**config.mk**
```make
export PLATFORM = sky130hd
export DESIGN_NAME = spi_frontend
export DESIGN_NICKNAME = d
export VERILOG_FILES = /design/src/rtl/spi_pkg.sv /design/src/rtl/sync_edge.sv /design/src/rtl/spi_frontend.sv
export SDC_FILE = /design/constraint.sdc
export NUM_CORES = 1
export LEC_CHECK = 0
export CAP_MARGIN = 20
export CELL_PAD_IN_SITES_DETAIL_PLACEMENT = 1
export CELL_PAD_IN_SITES_GLOBAL_PLACEMENT = 2
export CORE_ASPECT_RATIO = 1.25
export CORE_MARGIN = 1.5
export CORE_UTILIZATION = 37
export CTS_CLUSTER_DIAMETER = 50
export CTS_CLUSTER_SIZE = 20
export DETAILED_ROUTE_END_ITERATION = 8
export PLACE_DENSITY_LB_ADDON = 0.12
export SLEW_MARGIN = 40
export SYNTH_ARGS = -nofsm -noshare
export SYNTH_HDL_FRONTEND = slang
export SYNTH_SLANG_ARGS = --single-unit
```
**constraint.sdc**
```tcl
create_clock -name clk -period 2 [get_ports clk]
set_clock_uncertainty 0.05 [all_clocks]
set_input_delay 0.2 -clock clk [delete_from_list [all_inputs] [get_ports clk]]
set_output_delay 0.2 -clock clk [all_outputs]
set_load 0.1 [all_outputs]
```
**src/rtl/spi_pkg.sv**
```systemverilog
// Shared definitions for the SPI peripheral front-end: default word
// width, the word shifted out when the bus has nothing to send, and
// the front-end state encoding.
package spi_pkg;

  localparam int         DATA_W_DEF    = 8;
  localparam logic [7:0] IDLE_FILL_DEF = 8'hFF;

  typedef enum logic [1:0] {
    WAIT_IDLE,
    IDLE,
    ACTIVE
  } spi_state_t;

endpackage

```
**src/rtl/sync_edge.sv**
```systemverilog
// Multi-stage synchroniser for one asynchronous pin, with single-cycle
// rise and fall strobes taken from the synchronised level.
module sync_edge #(
  parameter int   STAGES    = 2,
  parameter logic RESET_VAL = 1'b0
) (
  input  logic clk,
  input  logic rst_n,
  input  logic d_i,
  output logic level_o,
  output logic rise_o,
  output logic fall_o
);

  logic [STAGES-1:0] sync_q;
  logic              prev_q;

  // Shift the raw pin through the synchroniser chain and remember the
  // previous synchronised level so edges can be detected.
  always_ff @(posedge clk or negedge rst_n) begin
    if (!rst_n) begin
      sync_q <= {STAGES{RESET_VAL}};
      prev_q <= RESET_VAL;
    end else begin
      sync_q <= {sync_q[STAGES-2:0], d_i};
      prev_q <= sync_q[STAGES-1];
    end
  end

  assign level_o = sync_q[STAGES-1];
  assign rise_o  = sync_q[STAGES-1] & ~prev_q;
  assign fall_o  = ~sync_q[STAGES-1] & prev_q;

endmodule

```
**src/rtl/spi_frontend.sv**
```systemverilog
// SPI mode-0 peripheral front-end. The raw SPI pins are oversampled in
// the clk domain; COPI is deserialised MSB first into words for the bus,
// and response words from the bus are serialised onto CIPO.
module spi_frontend
  import spi_pkg::*;
#(
  parameter int              DATA_W      = DATA_W_DEF,
  parameter int              SYNC_STAGES = 2,
  parameter logic [DATA_W-1:0] IDLE_FILL = DATA_W'(IDLE_FILL_DEF)
) (
  input  logic              clk,
  input  logic              rst_n,
  input  logic              spi_clk,
  input  logic              spi_cs,
  input  logic              spi_copi,
  output logic              spi_cipo,
  output logic [DATA_W-1:0] rx_data,
  output logic              rx_valid,
  input  logic              rx_ready,
  output logic              rx_overrun,
  input  logic [DATA_W-1:0] tx_data,
  input  logic              tx_valid,
  output logic              tx_ready,
  output logic              tx_underrun,
  output logic              frame_start,
  output logic              frame_end
);

  localparam int              CNT_W    = (DATA_W > 1) ? $clog2(DATA_W) : 1;
  localparam int              SETTLE_W = $clog2(SYNC_STAGES + 2);
  localparam logic [CNT_W-1:0] LAST_BIT = CNT_W'(DATA_W - 1);

  logic cs_s, cs_rise, cs_fall;
  logic sclk_level_unused, sclk_rise, sclk_fall;
  logic [SYNC_STAGES-1:0] copi_sync_q;
  logic copi_s;

  spi_state_t          state_q;
  logic [SETTLE_W-1:0] settle_q;
  logic [CNT_W-1:0]    bit_cnt_q;
  logic [DATA_W-1:0]   rx_shift_q, rx_data_q, tx_shift_q, hold_q;
  logic                rx_valid_q, rx_overrun_q, hold_full_q, tx_underrun_q;
  logic                frame_start_q, frame_end_q;
  logic [DATA_W-1:0]   rx_word;
  logic                tx_load, tx_write;

  sync_edge #(.STAGES(SYNC_STAGES), .RESET_VAL(1'b1)) u_cs_sync (
    .clk(clk), .rst_n(rst_n), .d_i(spi_cs),
    .level_o(cs_s), .rise_o(cs_rise), .fall_o(cs_fall)
  );

  sync_edge #(.STAGES(SYNC_STAGES), .RESET_VAL(1'b0)) u_sclk_sync (
    .clk(clk), .rst_n(rst_n), .d_i(spi_clk),
    .level_o(sclk_level_unused), .rise_o(sclk_rise), .fall_o(sclk_fall)
  );

  // COPI uses the same depth as the clock synchroniser so the sampled
  // data bit lines up with the synchronised sclk rising edge.
  always_ff @(posedge clk or negedge rst_n) begin
    if (!rst_n) begin
      copi_sync_q <= '0;
    end else begin
      copi_sync_q <= {copi_sync_q[SYNC_STAGES-2:0], spi_copi};
    end
  end

  assign copi_s  = copi_sync_q[SYNC_STAGES-1];
  assign rx_word = {rx_shift_q[DATA_W-2:0], copi_s};

  // A tx word is loaded at frame start and at each later word boundary;
  // a boundary coinciding with CS rising is skipped so the holding
  // register is not consumed by a frame that is ending.
  assign tx_load  = ((state_q == IDLE) && cs_fall) ||
                    ((state_q == ACTIVE) && sclk_fall && (bit_cnt_q == '0) && !cs_rise);
  assign tx_write = tx_valid && !hold_full_q;

  // Front-end FSM with bit counter, shifters, holding register and the
  // registered handshake and pulse outputs. The synchroniser resets to
  // CS high, so WAIT_IDLE waits for the synchronised CS to stay high
  // long enough to have flushed the reset value before arming.
  always_ff @(posedge clk or negedge rst_n) begin
    if (!rst_n) begin
      state_q       <= WAIT_IDLE;
      settle_q      <= '0;
      bit_cnt_q     <= '0;
      rx_shift_q    <= '0;
      rx_data_q     <= '0;
      rx_valid_q    <= 1'b0;
      rx_overrun_q  <= 1'b0;
      tx_shift_q    <= '0;
      hold_q        <= '0;
      hold_full_q   <= 1'b0;
      tx_underrun_q <= 1'b0;
      frame_start_q <= 1'b0;
      frame_end_q   <= 1'b0;
    end else begin
      frame_start_q <= 1'b0;
      frame_end_q   <= 1'b0;
      rx_overrun_q  <= 1'b0;
      tx_underrun_q <= 1'b0;

      if (rx_valid_q && rx_ready) begin
        rx_valid_q <= 1'b0;
      end

      if (tx_write) begin
        hold_q      <= tx_data;
        hold_full_q <= 1'b1;
      end

      if (tx_load) begin
        if (hold_full_q) begin
          tx_shift_q  <= hold_q;
          hold_full_q <= 1'b0;
        end else begin
          tx_shift_q    <= IDLE_FILL;
          tx_underrun_q <= 1'b1;
        end
      end

      case (state_q)
        WAIT_IDLE: begin
          if (!cs_s) begin
            settle_q <= '0;
          end else if (settle_q == SETTLE_W'(SYNC_STAGES)) begin
            state_q  <= IDLE;
            settle_q <= '0;
          end else begin
            settle_q <= settle_q + 1'b1;
          end
        end
        IDLE: begin
          if (cs_fall) begin
            state_q       <= ACTIVE;
            frame_start_q <= 1'b1;
            bit_cnt_q     <= '0;
          end
        end
        ACTIVE: begin
          if (sclk_rise) begin
            rx_shift_q <= rx_word;
            bit_cnt_q  <= bit_cnt_q + 1'b1;
            if (bit_cnt_q == LAST_BIT) begin
              rx_data_q    <= rx_word;
              rx_valid_q   <= 1'b1;
              rx_overrun_q <= rx_valid_q && !rx_ready;
            end
          end
          if (sclk_fall && (bit_cnt_q != '0)) begin
            tx_shift_q <= {tx_shift_q[DATA_W-2:0], 1'b0};
          end
          if (cs_rise) begin
            state_q     <= IDLE;
            frame_end_q <= 1'b1;
            bit_cnt_q   <= '0;
            tx_shift_q  <= '0;
          end
        end
        default: state_q <= WAIT_IDLE;
      endcase
    end
  end

  assign spi_cipo    = (state_q == ACTIVE) && tx_shift_q[DATA_W-1];
  assign rx_data     = rx_data_q;
  assign rx_valid    = rx_valid_q;
  assign rx_overrun  = rx_overrun_q;
  assign tx_ready    = !hold_full_q;
  assign tx_underrun = tx_underrun_q;
  assign frame_start = frame_start_q;
  assign frame_end   = frame_end_q;

endmodule

```
# Yosys cells after proc, flatten, opt, wreduce, memory -nomap -nowiden
# Cells that the tools add are included.
classes:
  add_sub_neg: 2
  reduce_logical: 21
  n_bitwise: 8
  muxes: 32
  n_eq_ne: 9
ops:
  columns: ["op", "count"]
  rows:
  - ["2-to-1 mux 8 bit", 5]
  - ["2-to-1 mux 1 bit", 16]
  - ["2-to-1 mux 2 bit", 6]
  - ["logical AND 1 bit", 9]
  - ["2-to-1 mux 3 bit", 3]
  - ["inequality test 2 bit (second input constant)", 3]
  - ["one-hot mux 2 bit (3 select lines)", 1]
  - ["one-hot mux 3 bit (2 select lines)", 1]
  - ["AND reduction 3 bit", 2]
  - ["AND 1 bit", 4]
  - ["== test 2 bit (second input constant)", 2]
  - ["NOT 1 bit", 4]
  - ["AND reduction 4 bit", 1]
  - ["adder 3 x 1 -> 3 bit (second input constant)", 1]
  - ["== test 3 bit (second input constant)", 1]
  - ["logical NOT 1 bit", 3]
  - ["logical NOT 3 bit", 1]
  - ["inequality test 3 bit (second input constant)", 1]
  - ["nonzero test 3 bit", 1]
  - ["adder 2 x 1 -> 2 bit (second input constant)", 1]
  - ["== test 2 x 1 -> 1 bit (second input constant)", 1]
  - ["logical NOT 2 bit", 1]
  - ["inequality test 2 x 1 -> 1 bit (second input constant)", 1]
  - ["AND reduction 2 bit", 1]
  - ["2 further kinds", 2]
word_totals:
  inputBits: 15
  word_cells: 90
  register_bits: 52
  output_inout_bits: 15

# Logic depth before layout (Yosys ltp)
logic_depth:
  ltp_word: 10
  mapped_depth: 7
  ltp_nobuf: 6

# Modules after synthesis
# Synthesis repeated with hierarchy kept, for this count alone.
unflattened:
  hier_cells: 151
  area_unflattened_um2: 2140.8
by_module_without_submodules:
  columns: ["mod", "cells_per_inst", "seq_area_each_um2", "area_each_um2", "n_inst"]
  rows:
  - ["spi_frontend", 141, 1151.1, 1956.9, 1]
  - ["sync_edge (u_cs_sync)", 5, 78.8, 93.8, 1]
  - ["sync_edge (u_sclk_sync)", 5, 75.1, 90.1, 1]

# Worst setup path before layout
# OpenSTA, ideal clock, no wires.
synth_timing:
  path_type: "register to register"
  startpoint: "register hold_full_q"
  endpoint: "register tx_shift_q[0]"
  t_required_ns: 1.823
  t_arrival_ns: 1.577
  synth_period_minus_slack_ns: 1.754
  path_stages_with_launch: 4
  setup_ns: 0.127
  n_path_buf: 0
  setup_slack_ns: 0.246
  cell_sequence: "dfrtp_1 -> clkinv_1 -> nor3_1 -> nor3_2"
synth_via:
  elab_chain_len: 5
synth_rtl:
  columns: ["item", "line_no", "rtl"]
  rows:
  - ["start: declaration", "spi_frontend.sv:42", "logic rx_valid_q, rx_overrun_q, hold_full_q, tx_underrun_q;"]
  - ["start signal: assignment", "spi_frontend.sv:92", "hold_full_q <= 1'b0;"]
  - ["start signal: assignment", "spi_frontend.sv:108", "hold_full_q <= 1'b1;"]
  - ["start signal: assignment", "spi_frontend.sv:114", "hold_full_q <= 1'b0;"]
  - ["2-to-1 mux 8 bit (*)", "spi_frontend.sv:112", "if (hold_full_q) begin"]
  - ["2-to-1 mux 8 bit (*)", "spi_frontend.sv:111", "if (tx_load) begin"]
  - ["2-to-1 mux 8 bit", "spi_frontend.sv:149", "if (sclk_fall && (bit_cnt_q != '0)) begin"]
  - ["2-to-1 mux 8 bit", "spi_frontend.sv:152", "if (cs_rise) begin"]
  - ["2-to-1 mux 8 bit (*)", "spi_frontend.sv:121", "case (state_q)"]
  - ["end signal: assignment", "spi_frontend.sv:113", "tx_shift_q <= hold_q;"]
  - ["end signal: assignment", "spi_frontend.sv:150", "tx_shift_q <= {tx_shift_q[DATA_W-2:0], 1'b0};"]
  - ["end: declaration", "spi_frontend.sv:41", "logic [DATA_W-1:0] rx_shift_q, rx_data_q, tx_shift_q, hold_q;"]
# Every way passes the cells marked *; elsewhere a longest branch is shown, timed or not.
# A chain may end at the register's enable or synchronous reset.

# Worst setup path in the final report
layout_timing:
  startpoint: "register u_cs_sync.prev_q"
  endpoint: "register tx_shift_q[6]"
layout_via:
  elab_chain_len: 9
  elab_cells_between_ends: 11
  classes_between: "4 x mux; 3 x bitwise; 4 x reduce/logical"
layout_rtl:
  columns: ["item", "line_no", "rtl"]
  rows:
  - ["start: declaration", "sync_edge.sv:16", "logic prev_q;"]
  - ["start signal: assignment", "sync_edge.sv:26", "prev_q <= sync_q[STAGES-1];"]
  - ["NOT 1 bit", "sync_edge.sv:31", "assign rise_o = sync_q[STAGES-1] & ~prev_q;"]
  - ["AND 1 bit", "sync_edge.sv:31", null]
  - ["logical NOT 1 bit", "spi_frontend.sv:74", "((state_q == ACTIVE) && sclk_fall && (bit_cnt_q == '0) && !cs_rise);"]
  - ["logical AND 1 bit", "spi_frontend.sv:74", null]
  - ["logical OR 1 bit", "spi_frontend.sv:73", "assign tx_load = ((state_q == IDLE) && cs_fall) ||"]
  - ["2-to-1 mux 8 bit", "spi_frontend.sv:111", null]
  - ["2-to-1 mux 8 bit", "spi_frontend.sv:149", null]
  - ["2-to-1 mux 8 bit", "spi_frontend.sv:152", null]
  - ["2-to-1 mux 8 bit (*)", "spi_frontend.sv:121", null]
# Marks and branches as above.

==> impl_results.md <==
* Switching Fraction at around 32%
* Setup TNS Final at 0 ps
* Syn-to-layout area delta at 22.19%
* Pwr Density at about 1100 nW/um^2
* Hold path endpoint: u_cs_sync.sync_q[0]
* First-pass GRT wire length at between 7 and 8 mm
* Crit path largest cell delay at 560 ps
* Worst r2r src: u_cs_sync.prev_q
* Async SR Flop Fraction at between 90% and 100%
* Iteration-0 DRC Markers at roughly 60
* Share of layout cells above drive strength 1 at between 30% and 40%
* Post-synthesis sequential area ratio at 60.43%
* Critical Path AT at roughly 1800 ps
* Period minus WS final at ~1700 ps
* Clock group share of total power at 20.8%
* Post-Synthesis Cell Area at 2160 sq um
* Area of the core at approximately 5500 sq um
* Starting Density at between 30% and 40%
* Die area at 6307 sq um
* Hold depth at 1
* Combinational share of power at 28.0%
* Residual DRC at 0
* VDD IR-drop max at 0.0004530 V
* Synthesized flop and latch total at 52
* WL final at approximately 4.2 mm
* Worst path bufs/invs at 1
* Final Cycle Share at between 80% and 90%
* Vias at ~1.4k
* Clk sink count at between 50 and 60
* Number of distinct library cells after synthesis at 37
* Initial antenna violation count at 0
* # setup viols final at 0
* DP HPWL at just over 3 mm
* Outcome: finished, final reports clean
* Clock transition at path regs at ~90 ps
* Tot GR Track Use at between 10 and 15%
* Worst setup EP type: flip-flop
* R2r endpoint: tx_shift_q[6]
* Wirelength per Cell at about 16 um
* Filler instances at approximately 560
* Register area at 1305 sq um
* Multi-input gate area at ~800 sq um
* Num ports at 30
* Slew HR at 62.09%
* Postcts setup bufs at 0
* Syn_area_per_cell at around 13 sq um
* Worst hold path startpoint: spi_cs
* DRT Pass-1 Iters at 4
* Net count reported at finish at 217
* Most used DFF post-synth: dfrtp_1
* Hold Buf Count CTS at 1
* Final worst slack at 329.9 ps
* Worst Setup Path Type: flip-flop to flip-flop
* Final slew viol count at 0
* Cells after Synth at 160
* Setup slack, reg-to-reg at between 300 and 400 ps
* DR vias/cell at 5.148
* Mapped Nets at 178
* Number of global-route vias before repair at 1478
* Stages on worst setup path at 5
* Skew-Pair Late Insertion Delay at approximately 300 ps
* YS warnings at 0
* Die H at 88.42 um
* Rows at 30
* Reg2Reg Depth at 5
* Achievable clock frequency at about 600 MHz
* Root Driver: clkbuf_8
* Post-CTS resize count at 0
* Pleak at 1.239 nW
* WP data required at 2140 ps
* Seq pwr share at about half
* Hold slack at approximately 250 ps
* Gr ovfl total at 0
* CP Cell Sequence: nor4bb_1 -> buf_4 -> a31oi_4 -> nor3_1 -> o21ai_1
* Worst hold path class: input pin to flip-flop
* CTS Buf Count at 5
* CTS tree: done
* Final-report hold violation count at 0
* Number of synthesized flops with an enable pin at 0
* Post-route antenna net violation count at 0
* Inserted Diodes at 0
* Crit-path slowest cell: dfstp_2
* Worst Tran Pin Value at 568.6 ps
* Max cap viols at 0
* RSZ-0062 raised after global routing: false
* Largest net degree at the start of global routing at 31
* Max FO, Critical Path at 10
* Crit path launch type: flip-flop
* H-tree Lvls at 2
* Die W at 71.33 um
* RD Place Congestion at between 0.7 and 0.8
* Port buffer count at 29
* Sw Pwr at between 0.9 and 1 mW
* Pre-CTS setup slack at ~350 ps
* Clock tree buffer depth at 2
* Internal power at about 2 mW
* CP top delay family: simple AND/OR/NAND/NOR gates
[worst max-delay path by stage]
stage,to,from
final,tx_shift_q[6],u_cs_sync.prev_q
after global routing,tx_shift_q[6],u_cs_sync.prev_q
after CTS,tx_shift_q[6],u_cs_sync.prev_q
after detailed placement,tx_shift_q[6],u_cs_sync.prev_q
after global placement,tx_shift_q[0],u_cs_sync.prev_q
after floorplan,tx_shift_q[0],hold_full_q
[logic make-up (layout without fill, tap and decap cells)]
| family | after synthesis | count (layout) | share of synthesized area [%] |
|---|---|---|---|
| adder cells (fa/ha/maj) | 3 | 3 | 1.738 |
| AO/OA/AOI/OAI | 25 | 25 | 7.880 |
| AND/OR/NAND/NOR | 45 | 45 | 13.38 |
| multiplexers | 25 | 25 | 14.31 |
| flip-flops | 52 | 52 | 60.43 |
| XOR/XNOR | 1 | 1 | 0.4056 |
| buffers and inverters | 9 | 49 | 1.854 |
[metal layers]
layer | vias to the layer above | share of wire [%] | GRT usage [%]
met4 | 0 | 1.8 | 5.660
met2 | 28 | 53 | 25.59
met3 | 6 | 3.7 | 3.417
li1 | 642 | - | -
met5 | - | 0 | 0
met1 | 683 | 42 | 16.63
[flip-flops by register name (all words and copies together), names as in the netlist]
register and cells:
bit_cnt_q 3, copi_sync_q 2, frame_end 1, frame_start 1, hold_full_q 1, hold_q 8
rx_data 8, rx_overrun 1, rx_shift_q 7, rx_valid 1, settle_q 2, state_q 2
tx_shift_q 8, tx_underrun 1, u_cs_sync.prev_q 1, u_cs_sync.sync_q 2, u_sclk_sync.prev_q 1, u_sclk_sync.sync_q 2
[worst register-to-register path: stages (launching register included)]
cell and delay, ps:
dfstp_2 560, nor4bb_1 400, buf_4 210, a31oi_4 60, nor3_1 180, o21ai_1 100
[placed cells by master (no fill, tap or decap), drive strengths merged]
master / instances
a21o: 1
a21oi: 2
a31o: 1
a31oi: 1
a32oi: 1
and2: 1
and2b: 1
and4: 1
and4bb: 1
buf: 22
clkbuf: 6
clkdlybuf4s50: 13
clkinv: 3
dfrtp: 49
dfstp: 3
dlygate4sd3: 1
ha: 3
inv: 4
mux2: 23
mux2i: 2
nand2: 11
nand2b: 6
nor2: 8
nor2b: 3
nor3: 10
nor4bb: 1
o21ai: 11
o22ai: 8
or2: 1
or4b: 1
xnor2: 1
[synthesized netlist by cell type (all sizes together) (2+ instances only)]
library cell / n / area, sq um
nor2b: 3 / 18.77
dfstp: 3 / 78.83
nand2b: 6 / 47.54
nor2: 8 / 46.30
a21oi: 2 / 10.01
mux2i: 2 / 20.02
nor3: 10 / 55.05
o22ai: 8 / 50.05
mux2: 23 / 289.0
dfrtp: 49 / 1226
nand2: 11 / 57.56
ha: 3 / 37.54
buf: 3 / 17.52
inv: 4 / 15.01
o21ai: 11 / 55.05
[cell type report]
class / instances / area share [%]
Inverter: 5 / 0.7112
Sequential cell: 52 / 49.45
Multi-Input combinational cell: 99 / 30.87
Clock buffer: 6 / 3.129
Tap cell: 64 / 3.035
Timing Repair Buffer: 36 / 12.42
Clock inverter: 2 / 0.3793
[through the flow]
stage	instance area [sq um]	util, %	instances	power, mW
2_1_floorplan	2160	-	160	2.063
3_3_place_gp	2536	45.96	255	2.282
3_5_place_dp	2536	45.96	255	2.323
4_1_cts	2639	47.82	264	2.931
5_1_grt	2639	47.82	264	3.067
6_report	2639	47.82	264	2.878
[power groups by stage]
stage / combinational [mW] / sequential, mW / clock (mW)
after floorplan: 0.583 / 1.48 / 0
after global placement: 0.794 / 1.49 / 0
after detailed placement: 0.820 / 1.50 / 0
after CTS: 0.824 / 1.48 / 0.627
after global routing: 0.889 / 1.51 / 0.667
final: 0.806 / 1.47 / 0.598
Note: power is estimated with default switching activity, not from simulation.
